### src/rtl/ddr_bus_pkg.sv
// Shared types and constants for the DDR bus responder: FSM encoding, bus widths
// and the default read-timeout and error-data values.
package ddr_bus_pkg;

  localparam int DDR_ADDR_W = 24;
  localparam int MC_ADDR_W  = 22;
  localparam int DATA_W     = 32;
  localparam int STRB_W     = DATA_W / 8;

  localparam int                RD_TIMEOUT_DEFAULT = 255;
  localparam logic [DATA_W-1:0] ERR_DATA_DEFAULT   = 32'hFFFF_FFFF;

  typedef enum logic [2:0] {
    IDLE,
    ISSUE,
    WAIT_RD,
    RESP,
    TURN
  } state_t;

endpackage

### src/rtl/ddr_resp_rdcache.sv
// One-entry read cache for the DDR bus responder: a tag, one data word and a valid
// bit. Write-through updates merge bytes into the entry when the tag matches.
module ddr_resp_rdcache
  import ddr_bus_pkg::*;
(
  input  logic                 clk,
  input  logic                 rst,
  input  logic [MC_ADDR_W-1:0] lookup_addr,
  output logic                 hit,
  output logic [DATA_W-1:0]    hit_data,
  input  logic [MC_ADDR_W-1:0] entry_addr,
  input  logic                 fill,
  input  logic [DATA_W-1:0]    fill_data,
  input  logic                 inval,
  input  logic                 update,
  input  logic [DATA_W-1:0]    update_data,
  input  logic [STRB_W-1:0]    update_strb
);

  logic                 valid_q;
  logic [MC_ADDR_W-1:0] tag_q;
  logic [DATA_W-1:0]    data_q;

  function automatic logic [DATA_W-1:0] merge_bytes(input logic [DATA_W-1:0] cur,
                                                    input logic [DATA_W-1:0] nxt,
                                                    input logic [STRB_W-1:0] strb);
    logic [DATA_W-1:0] res;
    res = cur;
    for (int b = 0; b < STRB_W; b++) begin
      if (strb[b]) res[b*8 +: 8] = nxt[b*8 +: 8];
    end
    return res;
  endfunction

  assign hit      = valid_q && (tag_q == lookup_addr);
  assign hit_data = data_q;

  always_ff @(posedge clk) begin
    if (rst) begin
      valid_q <= 1'b0;
    end else if (inval) begin
      valid_q <= 1'b0;
    end else if (fill) begin
      valid_q <= 1'b1;
    end
  end

  // Tag and data carry no reset; the valid bit alone qualifies them.
  always_ff @(posedge clk) begin
    if (fill) begin
      tag_q  <= entry_addr;
      data_q <= fill_data;
    end else if (update && valid_q && (tag_q == entry_addr)) begin
      data_q <= merge_bytes(data_q, update_data, update_strb);
    end
  end

endmodule

### src/rtl/ddr_bus_responder.sv
// Single-outstanding DDR bus responder bridging a request/ready master port to a
// memory-controller command/read-return port. Optional read cache: DDR_RESP_RDCACHE_EN.
module ddr_bus_responder
  import ddr_bus_pkg::*;
#(
  parameter int                RD_TIMEOUT = RD_TIMEOUT_DEFAULT,
  parameter logic [DATA_W-1:0] ERR_DATA   = ERR_DATA_DEFAULT
) (
  input  logic                  clkrv,
  input  logic                  rst,
  input  logic [DDR_ADDR_W-1:0] ddr_addr,
  input  logic [DATA_W-1:0]     ddr_wdata,
  input  logic [STRB_W-1:0]     ddr_wstrb,
  input  logic                  ddr_valid,
  output logic                  ddr_ready,
  output logic [DATA_W-1:0]     ddr_rdata,
  output logic                  mc_cmd_valid,
  input  logic                  mc_cmd_ready,
  output logic                  mc_cmd_we,
  output logic [MC_ADDR_W-1:0]  mc_cmd_addr,
  output logic [DATA_W-1:0]     mc_cmd_wdata,
  output logic [STRB_W-1:0]     mc_cmd_wmask,
  input  logic                  mc_rd_valid,
  input  logic [DATA_W-1:0]     mc_rd_data,
  output logic                  err_timeout
);

  localparam int             CNT_W    = (RD_TIMEOUT < 2) ? 1 : $clog2(RD_TIMEOUT);
  localparam logic [CNT_W-1:0] CNT_LAST = CNT_W'(RD_TIMEOUT - 1);

  state_t               state, state_next;
  logic [CNT_W-1:0]     cnt;
  logic [MC_ADDR_W-1:0] addr_p0;
  logic [DATA_W-1:0]    wdata_p0;
  logic [STRB_W-1:0]    wstrb_p0;

  logic capture, cnt_clr, cnt_inc, rd_take, rd_err, hit_take, cmd_accept;
  logic hit_now;
  logic [DATA_W-1:0] hit_data;
  logic addr_lsb_unused;

  assign addr_lsb_unused = ^ddr_addr[1:0];

`ifdef DDR_RESP_RDCACHE_EN
  logic cache_hit;

  ddr_resp_rdcache u_rdcache (
    .clk         (clkrv),
    .rst         (rst),
    .lookup_addr (ddr_addr[DDR_ADDR_W-1:2]),
    .hit         (cache_hit),
    .hit_data    (hit_data),
    .entry_addr  (addr_p0),
    .fill        (rd_take),
    .fill_data   (mc_rd_data),
    .inval       (rd_err),
    .update      (cmd_accept && mc_cmd_we),
    .update_data (wdata_p0),
    .update_strb (wstrb_p0)
  );

  assign hit_now = cache_hit && (ddr_wstrb == '0);
`else
  assign hit_now  = 1'b0;
  assign hit_data = '0;
`endif

  assign cmd_accept   = (state == ISSUE) && mc_cmd_ready;
  assign ddr_ready    = (state == RESP);
  assign mc_cmd_valid = (state == ISSUE);
  assign mc_cmd_we    = |wstrb_p0;
  assign mc_cmd_addr  = addr_p0;
  assign mc_cmd_wdata = wdata_p0;
  assign mc_cmd_wmask = wstrb_p0;

  always_comb begin
    state_next = state;
    capture    = 1'b0;
    cnt_clr    = 1'b0;
    cnt_inc    = 1'b0;
    rd_take    = 1'b0;
    rd_err     = 1'b0;
    hit_take   = 1'b0;
    case (state)
      IDLE: begin
        if (ddr_valid) begin
          capture = 1'b1;
          if (hit_now) begin
            hit_take   = 1'b1;
            state_next = RESP;
          end else begin
            state_next = ISSUE;
          end
        end
      end
      ISSUE: begin
        if (mc_cmd_ready) begin
          if (mc_cmd_we) begin
            state_next = RESP;
          end else begin
            cnt_clr    = 1'b1;
            state_next = WAIT_RD;
          end
        end
      end
      WAIT_RD: begin
        // Return data wins over a timeout landing in the same cycle.
        if (mc_rd_valid) begin
          rd_take    = 1'b1;
          state_next = RESP;
        end else if (cnt == CNT_LAST) begin
          rd_err     = 1'b1;
          state_next = RESP;
        end else begin
          cnt_inc = 1'b1;
        end
      end
      RESP:    state_next = TURN;
      TURN:    state_next = IDLE;
      default: state_next = IDLE;
    endcase
  end

  always_ff @(posedge clkrv) begin
    if (rst) begin
      state       <= IDLE;
      cnt         <= '0;
      ddr_rdata   <= '0;
      err_timeout <= 1'b0;
    end else begin
      state <= state_next;
      if (cnt_clr) begin
        cnt <= '0;
      end else if (cnt_inc) begin
        cnt <= cnt + CNT_W'(1);
      end
      if (rd_take) begin
        ddr_rdata <= mc_rd_data;
      end else if (rd_err) begin
        ddr_rdata   <= ERR_DATA;
        err_timeout <= 1'b1;
      end else if (hit_take) begin
        ddr_rdata <= hit_data;
      end
    end
  end

  // p0: request captured in IDLE, held stable while the command is outstanding.
  always_ff @(posedge clkrv) begin
    if (capture) begin
      addr_p0  <= ddr_addr[DDR_ADDR_W-1:2];
      wdata_p0 <= ddr_wdata;
      wstrb_p0 <= ddr_wstrb;
    end
  end

endmodule

### config.mk
export PLATFORM = sky130hd
export DESIGN_NAME = ddr_bus_responder
export DESIGN_NICKNAME = d
export VERILOG_FILES = /design/src/rtl/ddr_bus_pkg.sv /design/src/rtl/ddr_resp_rdcache.sv /design/src/rtl/ddr_bus_responder.sv
export SDC_FILE = /design/constraint.sdc
export NUM_CORES = 1
export LEC_CHECK = 0
export CAP_MARGIN = 40
export CORE_MARGIN = 10
export CORE_UTILIZATION = 25
export CTS_BUF_LIST = sky130_fd_sc_hd__clkbuf_4
export DETAILED_ROUTE_END_ITERATION = 16
export SYNTH_ARGS = -nofsm -noshare
export SYNTH_HDL_FRONTEND = slang
export SYNTH_SLANG_ARGS = --single-unit
### constraint.sdc
create_clock -name clkrv -period 22.9 [get_ports clkrv]
set_clock_uncertainty 0.15 [all_clocks]
set_input_delay 2.29 -clock clkrv [delete_from_list [all_inputs] [get_ports clkrv]]
set_output_delay 2.29 -clock clkrv [all_outputs]
set_load 0.1 [all_outputs]
[Word level (Yosys, flattened, before mapping)]
Index checks and enable logic that the tools add are counted.
Operators by class
  add/sub/neg operators: 1
  eq/ne operators: 7
  mux-type cells: 21
  bitwise gates (word level): 1
  reductions and logical operators: 6
Operator list (number)
  $mux W32: 2
  $mux W1: 14
  $mux W3: 4
  $pmux W3 S4: 1
  $add A8 B1 Y8 const B: 1
  $eq A8 B8 Y1 const B: 1
  $eq A3 B2 Y1 const B: 2
  $reduce_or A4 Y1: 1
  $eq A3 B1 Y1 const B: 1
  $logic_not A3 Y1: 1
  $ne A3 B3 Y1 const B: 1
  $reduce_and A3 Y1: 1
  $ne A2 B1 Y1 const B: 1
  $ne A2 B2 Y1 const B: 1
  $reduce_and A2 Y1: 1
  $reduce_bool A2 Y1: 1
  $reduce_or A2 Y1: 1
  $not A1 Y1: 1
Word-level totals
  flip-flop bits (word level): 102
  logic and storage cells: 43

[Longest topological paths before layout]
Gate-level depths: netlist of the first run.
  depth after elaboration: 6
  mapped depth: 8

[Least setup slack after synthesis of the first run]
OpenSTA, ideal clock, no wires.
  path type: in2reg
  from: in ddr_valid
  to: reg addr_p0[0], in the netlist mc_cmd_addr[0], enable pin
  setup time: 0.637 ns
  data arrival time: 8.184 ns
  slack: 13.929 ns
  stages: 1
  path buffers: 0
  cell sequence: nor4b_1
On the way
  cells in the longest elaborated chain, start to end: 2
Ends and longest elaborated chain
  from (decl): RTL line ddr_bus_responder.sv:14  | input logic ddr_valid,
  $mux W1: RTL line ddr_bus_responder.sv:86  | if (ddr_valid) begin
  $mux W1: RTL line ddr_bus_responder.sv:84  | case (state)
  to (signal assigned): RTL line ddr_bus_responder.sv:151  | addr_p0 <= ddr_addr[DDR_ADDR_W-1:2];
  to (decl): RTL line ddr_bus_responder.sv:33  | logic [MC_ADDR_W-1:0] addr_p0;
No other way between the ends.
A chain may end at the register's enable or synchronous reset.

[Worst setup path in the final report of the first run]
  from: reg wstrb_p0[1], in the netlist mc_cmd_wmask[1]
  to: out mc_cmd_we
On the way
  cells in the longest elaborated chain, start to end: 1
Ends and longest elaborated chain
  from (decl): RTL line ddr_bus_responder.sv:35  | logic [STRB_W-1:0] wstrb_p0;
  from (signal assigned): RTL line ddr_bus_responder.sv:153  | wstrb_p0 <= ddr_wstrb;
  $reduce_or A4 Y1: RTL line ddr_bus_responder.sv:71  | assign mc_cmd_we = |wstrb_p0;
  to (decl): RTL line ddr_bus_responder.sv:19  | output logic mc_cmd_we,
No other way between the ends.

==> results.sh, run 1 <==
export IMPL_status="completed"
export IMPL_ant_nets=0
export IMPL_tns_ns=0
export IMPL_drc=0
export IMPL_path_max_fanout=3
export IMPL_cts_setup_buffers=0
export IMPL_finalCritPeriodShare_pct=20.2
export IMPL_cts_root_buf="clkbuf_4"
export IMPL_multiInputGateArea_um2=903
export IMPL_synth_area_per_cell_um2=14.1
export IMPL_gp_congestion=0.707
export IMPL_syn_area_mm2=0.00376
export IMPL_cpLargestDelayFamily="buffers and inverters"
export IMPL_maxCapViolCount=0
export IMPL_cp_cell_sequence="nor4_1 -> inv_1 -> clkdlybuf4s50_1 -> buf_16"
export IMPL_overflow=0
export IMPL_power_density_mw_per_mm2=61.1
export IMPL_p_leak_uw=0.00290
export IMPL_power_total_uw=479
export IMPL_final_cells=739
export IMPL_dp_hpwl_mm=10.0
export IMPL_nets=649
export IMPL_n_fill_cell=1141
export IMPL_ys_ff_latch=102
export IMPL_synth_cells=267
export IMPL_wl_mm=12.4
export IMPL_r2r_slack_ns=20.86
export IMPL_cp_required_ns=20.46
export IMPL_irDropWorstVdd_v=0.0000302
export IMPL_chipWidth_um=143
export IMPL_end_kind="output port"
export IMPL_start_util_pct=25.7
export IMPL_num_vias=3059
export IMPL_clk_latency_ns=0.45
export IMPL_dieArea_mm2=0.0204
export IMPL_portBuffers=188
export IMPL_io_pins=191
export IMPL_rsz0062_at_grt="false"
export IMPL_via_per_inst=4.14
export IMPL_cp_arrival_ns=2.19
export IMPL_tritoncts="done"
export IMPL_timing_worst_setup_path_type="reg2out"
export IMPL_htree_levels=3
export IMPL_grt_max_degree=59
export IMPL_holdBufCountCts=0
export IMPL_numCtsBuffers=9
export IMPL_row_count=44
export IMPL_critPathLaunchType="flip-flop"
export IMPL_ctsResizeCount=0
export IMPL_avgRoutedWirePerCell_um=16.8
export IMPL_clockBufferDepth=2
export IMPL_grt_use_total_pct=11.8
export IMPL_final_util_pct=53.5
export IMPL_timing_slew_headroom_pct=51.4
export IMPL_yosysSeqAreaShare_pct=69.7
export IMPL_synth_distinct_cells=37
export IMPL_max_freq_mhz=216
export IMPL_cp_buffers_inverters=3
export IMPL_dp_cells=723
export IMPL_syn_num_nets=366
export IMPL_finalHoldViolations=0
export IMPL_min_period_ns=4.63
export IMPL_finalSetupViolCount=0
export IMPL_slowest_delay_ns=0.56
export IMPL_die_h_um=143
export IMPL_drv_slew=0
export IMPL_grt_first_pass_wirelength_mm=18.4
export IMPL_drt_iter0_drc=99
export IMPL_cp_slowest_cell="nor4_1"
export IMPL_cts_sinks=102
export IMPL_ys_warn_count=0
export IMPL_hold_path_class="reg2reg"
export IMPL_drive_above_1_share_pct=26.8
export IMPL_core_mm2=0.0146
export IMPL_clk_pin_slew_ns=0.16
export IMPL_antenna_found_initial=0
export IMPL_syn2layout_area_growth_pct=108
export IMPL_grt_pass1_vias=3217
export IMPL_n_antenna_cell=0
export IMPL_dr_pass1_iters=4
export IMPL_tightest_slew_ns=0.729
export IMPL_seq_area_mm2=0.00262
[cell usage in the layout, fill, tap and decap left out, types with 2 or more instances in the layout]
cell,synthesis,final
clkbuf_4,0,12
and2b_1,2,2
buf_8,0,55
buf_4,0,2
nor2b_1,2,2
dfxtp_1,44,44
nor3_1,2,2
and2_1,2,2
ha_1,2,2
a211oi_2,30,30
and3_1,3,3
a21oi_1,3,3
edfxtp_1,58,58
clkdlybuf4s50_1,0,187
nor2_1,39,39
nand4_1,2,2
xor2_1,5,5
a211oi_1,3,3
buf_16,0,39
o2111ai_1,2,2
o211ai_1,3,3
inv_1,35,35
[layout make-up]
cell class / count / share of cell area, %
repair buffers: 285 / 48.6
flip-flops and latches: 102 / 33.5
multi-input cells: 117 / 11.5
well taps: 184 / 2.94
inverters: 35 / 1.68
clock buffers: 12 / 1.15
clock inverters: 4 / 0.607
[final timing paths]
check,to,startpoint,cells past startpoint
max,mc_cmd_we,mc_cmd_wmask[1]$_DFFE_PP_,4
min,err_timeout$_SDFFE_PP0P_,err_timeout$_SDFFE_PP0P_,2
max reg2reg,ddr_rdata[0]$_SDFFE_PP0P_,state[0]$_SDFFE_PP0P_,4
min reg2reg,err_timeout$_SDFFE_PP0P_,err_timeout$_SDFFE_PP0P_,2
[synthesized netlist by cell type]
| cell | instances | area, µm² |
|---|---|---|
| a211oi_2 | 30 | 375 |
| nand2_1 | 1 | 3.75 |
| ha_1 | 2 | 25.0 |
| nor4b_1 | 1 | 8.76 |
| nand4bb_1 | 1 | 11.3 |
| nand3_1 | 1 | 5.00 |
| o211ai_1 | 3 | 22.5 |
| a21boi_0 | 1 | 7.51 |
| inv_1 | 35 | 131 |
| xor2_1 | 5 | 43.8 |
| a21oi_1 | 3 | 15.0 |
| buf_6 | 2 | 22.5 |
| o2111ai_1 | 2 | 17.5 |
| a31o_2 | 1 | 8.76 |
| nand4_1 | 2 | 12.5 |
| o21ai_0 | 1 | 5.00 |
| and4_1 | 1 | 8.76 |
| edfxtp_1 | 58 | 1740 |
| or4_1 | 1 | 7.51 |
| dfxtp_1 | 44 | 881 |
| nor4_1 | 1 | 6.26 |
| nor4b_4 | 1 | 23.8 |
| nor3_1 | 2 | 10.0 |
| buf_12 | 3 | 60.1 |
| or3_1 | 1 | 6.26 |
| nor2_1 | 39 | 146 |
| a211oi_1 | 3 | 22.5 |
| and2_4 | 1 | 8.76 |
| and2b_1 | 2 | 15.0 |
| a21o_1 | 1 | 7.51 |
| xnor2_1 | 1 | 8.76 |
| and3_1 | 3 | 18.8 |
| nor2b_1 | 2 | 12.5 |
| clkbuf_1 | 8 | 30.0 |
| nand3_2 | 1 | 10.0 |
| mux2i_1 | 1 | 10.0 |
| and2_1 | 2 | 12.5 |
[flip-flops by register name, indices dropped and copies added (netlist names)]
register	flops
mc_cmd_addr	22
mc_cmd_wdata	32
cnt	8
mc_cmd_wmask	4
err_timeout	1
state	3
ddr_rdata	32
[metrics by stage]
stage | area [µm²] | hold WS (ns) | setup WS [ns]
finish | 7840 | 0.315 | 18.27
global placement | 5780 | 0.296 | 18.38
detailed placement | 7700 | 0.293 | 18.60
floorplan | 3760 | 0.317 | 13.93
global route | 7840 | 0.334 | 18.07
CTS | 7840 | 0.317 | 18.15
[routing by layer]
layer / wire [µm] / track usage, %
met5: 0 / 0
met4: 251 / 4.07
met3: 1330 / 5.67
met2: 6370 / 21.2
met1: 4450 / 11.7
[power by group]
part,switching (µW),internal (µW)
logic,101,71.0
registers,4.44,207
clock network,58.0,37.2
total,164,315
[cells by family (layout without fill, tap and decap cells)]
group                    count (synthesis)  count (layout)  share of synthesized area, %
AO/OA/AOI/OAI                           45              45                          12.8
XOR/XNOR                                 6               6                          1.40
adder cells (fa/ha/maj)                  2               2                         0.665
buffers and inverters                   48             336                          6.48
flip-flops                             102             102                          69.7
multiplexers                             1               1                         0.266
AND/OR/NAND/NOR                         63              63                          8.71
[worst reg2reg max path: stages, from the launching register on]
cell and delay, ns:
dfxtp_1 0.53, nand4bb_1 0.17, buf_4 0.34, and2_4 0.57, a211oi_2 0.16
Note: power is estimated with default switching activity, not from simulation.
==> inputs of run 2 (changes only) <==
Clock period 22.9 ns to 4.3 ns, I/O delays scaled along.
==> results.sh, run 2 (synthesized netlist as in run 1, its figures left out) <==
export IMPL_status="completed"
export IMPL_design_area_mm2=0.00791
export IMPL_irDropWorstVdd_v=0.000198
export IMPL_gp_congestion=0.709
export IMPL_tightest_slew_ns=0.722
export IMPL_cp_slowest_cell="nor4_1"
export IMPL_r2r_end="ddr_rdata[23]$_SDFFE_PP0P_"
export IMPL_place_area_mm2=0.00773
export IMPL_portBuffers=188
export IMPL_worstHoldPathCells=2
export IMPL_dp_hpwl_mm=9.95
export IMPL_maxCapViolCount=0
export IMPL_avgRoutedWirePerCell_um=16.5
export IMPL_hold_path_endpoint="state[2]$_SDFFE_PP0P_"
export IMPL_drc=0
export IMPL_drt_iter0_drc=100
export IMPL_io_pins=191
export IMPL_reg2reg_depth=4
export IMPL_num_vias=3045
export IMPL_clockBufferDepth=2
export IMPL_ant_nets=0
export IMPL_drive_above_1_share_pct=26.8
export IMPL_numCtsBuffers=9
export IMPL_start_util_pct=25.7
export IMPL_timing_slew_headroom_pct=51.9
export IMPL_cp_required_ns=3.72
export IMPL_critPathLaunchType="flip-flop"
export IMPL_syn2layout_area_growth_pct=110
export IMPL_grt_max_degree=59
export IMPL_grt_first_pass_wirelength_mm=18.3
export IMPL_row_count=44
export IMPL_clk_latency_ns=0.46
export IMPL_chipWidth_um=143
export IMPL_hold_path_class="in2reg"
export IMPL_cp_arrival_ns=2.22
export IMPL_min_period_ns=2.80
export IMPL_nets=649
export IMPL_slowest_delay_ns=0.54
export IMPL_dieArea_mm2=0.0204
export IMPL_finalSetupViolCount=0
export IMPL_n_antenna_cell=0
export IMPL_grt_pass1_vias=3287
export IMPL_finalCritPeriodShare_pct=65.1
export IMPL_rsz0062_at_grt="false"
export IMPL_core_mm2=0.0146
export IMPL_cts_sinks=102
export IMPL_n_fill_cell=1167
export IMPL_cts_setup_buffers=0
export IMPL_holdBufCountCts=0
export IMPL_power_density_mw_per_mm2=335
export IMPL_r2r_start="state[0]$_SDFFE_PP0P_"
export IMPL_end_kind="output port"
export IMPL_path_max_fanout=3
export IMPL_timing_worst_setup_path_type="reg2out"
export IMPL_finalHoldViolations=0
export IMPL_cp_buffers_inverters=3
export IMPL_tns_ns=0
export IMPL_antenna_found_initial=0
export IMPL_hold_start="rst"
export IMPL_layout_commonest_cell="clkdlybuf4s50_1"
export IMPL_cp_cell_sequence="nor4_1 -> inv_1 -> clkdlybuf4s50_1 -> buf_8"
export IMPL_fin_hold_ws_ns=0.269
export IMPL_clk_pin_slew_ns=0.17
export IMPL_htree_levels=3
export IMPL_max_freq_mhz=357
export IMPL_drv_slew=0
export IMPL_cts_root_buf="clkbuf_4"
export IMPL_grt_use_total_pct=11.7
export IMPL_ctsResizeCount=0
export IMPL_die_h_um=143
export IMPL_r2r_slack_ns=2.17
export IMPL_via_per_inst=4.12
export IMPL_overflow=0
export IMPL_dr_pass1_iters=4
export IMPL_most_common_layout_cells="clkdlybuf4s50_1 (187), edfxtp_1 (58), buf_8 (53), dfxtp_1 (44), buf_16 (41)"
export IMPL_cpLargestDelayFamily="buffers and inverters"
export IMPL_wl_mm=12.2
export IMPL_power_total_uw=2650
export IMPL_p_leak_uw=0.00293
export IMPL_tritoncts="done"
## run 2: worst max-delay path by stage
| stage | start | to | slack [ns] | cells past startpoint |
|---|---|---|---|---|
| floorplan | state[0]$_SDFFE_PP0P_ | mc_cmd_addr[0]$_DFFE_PP_ | 1.34 | 2 |
| global placement | state[0]$_SDFFE_PP0P_ | ddr_ready | 1.66 | 3 |
| detailed placement | mc_rd_valid | ddr_rdata[23]$_SDFFE_PP0P_ | 1.79 | 5 |
| CTS | mc_cmd_wmask[1]$_DFFE_PP_ | mc_cmd_we | 1.40 | 4 |
| global route | mc_cmd_wmask[1]$_DFFE_PP_ | mc_cmd_we | 1.28 | 4 |
| finish | mc_cmd_wmask[1]$_DFFE_PP_ | mc_cmd_we | 1.50 | 4 |
## run 2: per-stage QoR
stage          std cells  setup WS, ns  utilization (%)
6_report             739          1.50             54.0
5_1_grt              739          1.28             54.0
4_1_cts              739          1.40             54.0
3_5_place_dp         723          1.79             52.8
3_3_place_gp         628          1.66             39.5
2_1_floorplan        267          1.34                -
## run 2: worst reg2reg max path: stages, from the launching register on
cell and delay, ns:
dfxtp_1 0.55, nand4bb_1 0.18, buf_4 0.34, and2_4 0.57, a211oi_1 0.22
## run 2: cell type report
| class | instances | area (µm²) | area share, % |
|---|---|---|---|
| Clock inverter | 7 | 109 | 1.38 |
| Timing Repair Buffer | 285 | 3840 | 48.5 |
| Inverter | 35 | 131 | 1.66 |
| Sequential cell | 102 | 2620 | 33.2 |
| Tap cell | 184 | 230 | 2.91 |
| Clock buffer | 9 | 67.6 | 0.854 |
| Multi-Input combinational cell | 117 | 912 | 11.5 |
## run 2: power by group
part / internal (µW) / switching (µW) / total [µW]
Clock: 250 / 349 / 600
Combinational: 382 / 540 / 922
Sequential: 1100 / 23.8 / 1120
Total: 1730 / 913 / 2650
## run 2: metal layers
| layer | global-route usage [%] | share of wire (%) | vias to the layer above | wire [µm] |
|---|---|---|---|---|
| li1 | - | - | 1497 | - |
| met1 | 11.5 | 37 | 1417 | 4540 |
| met5 | 0 | 0 | - | 0 |
| met4 | 3.69 | 2.1 | 0 | 252 |
| met2 | 21.2 | 52 | 118 | 6400 |
| met3 | 5.54 | 8.4 | 13 | 1030 |
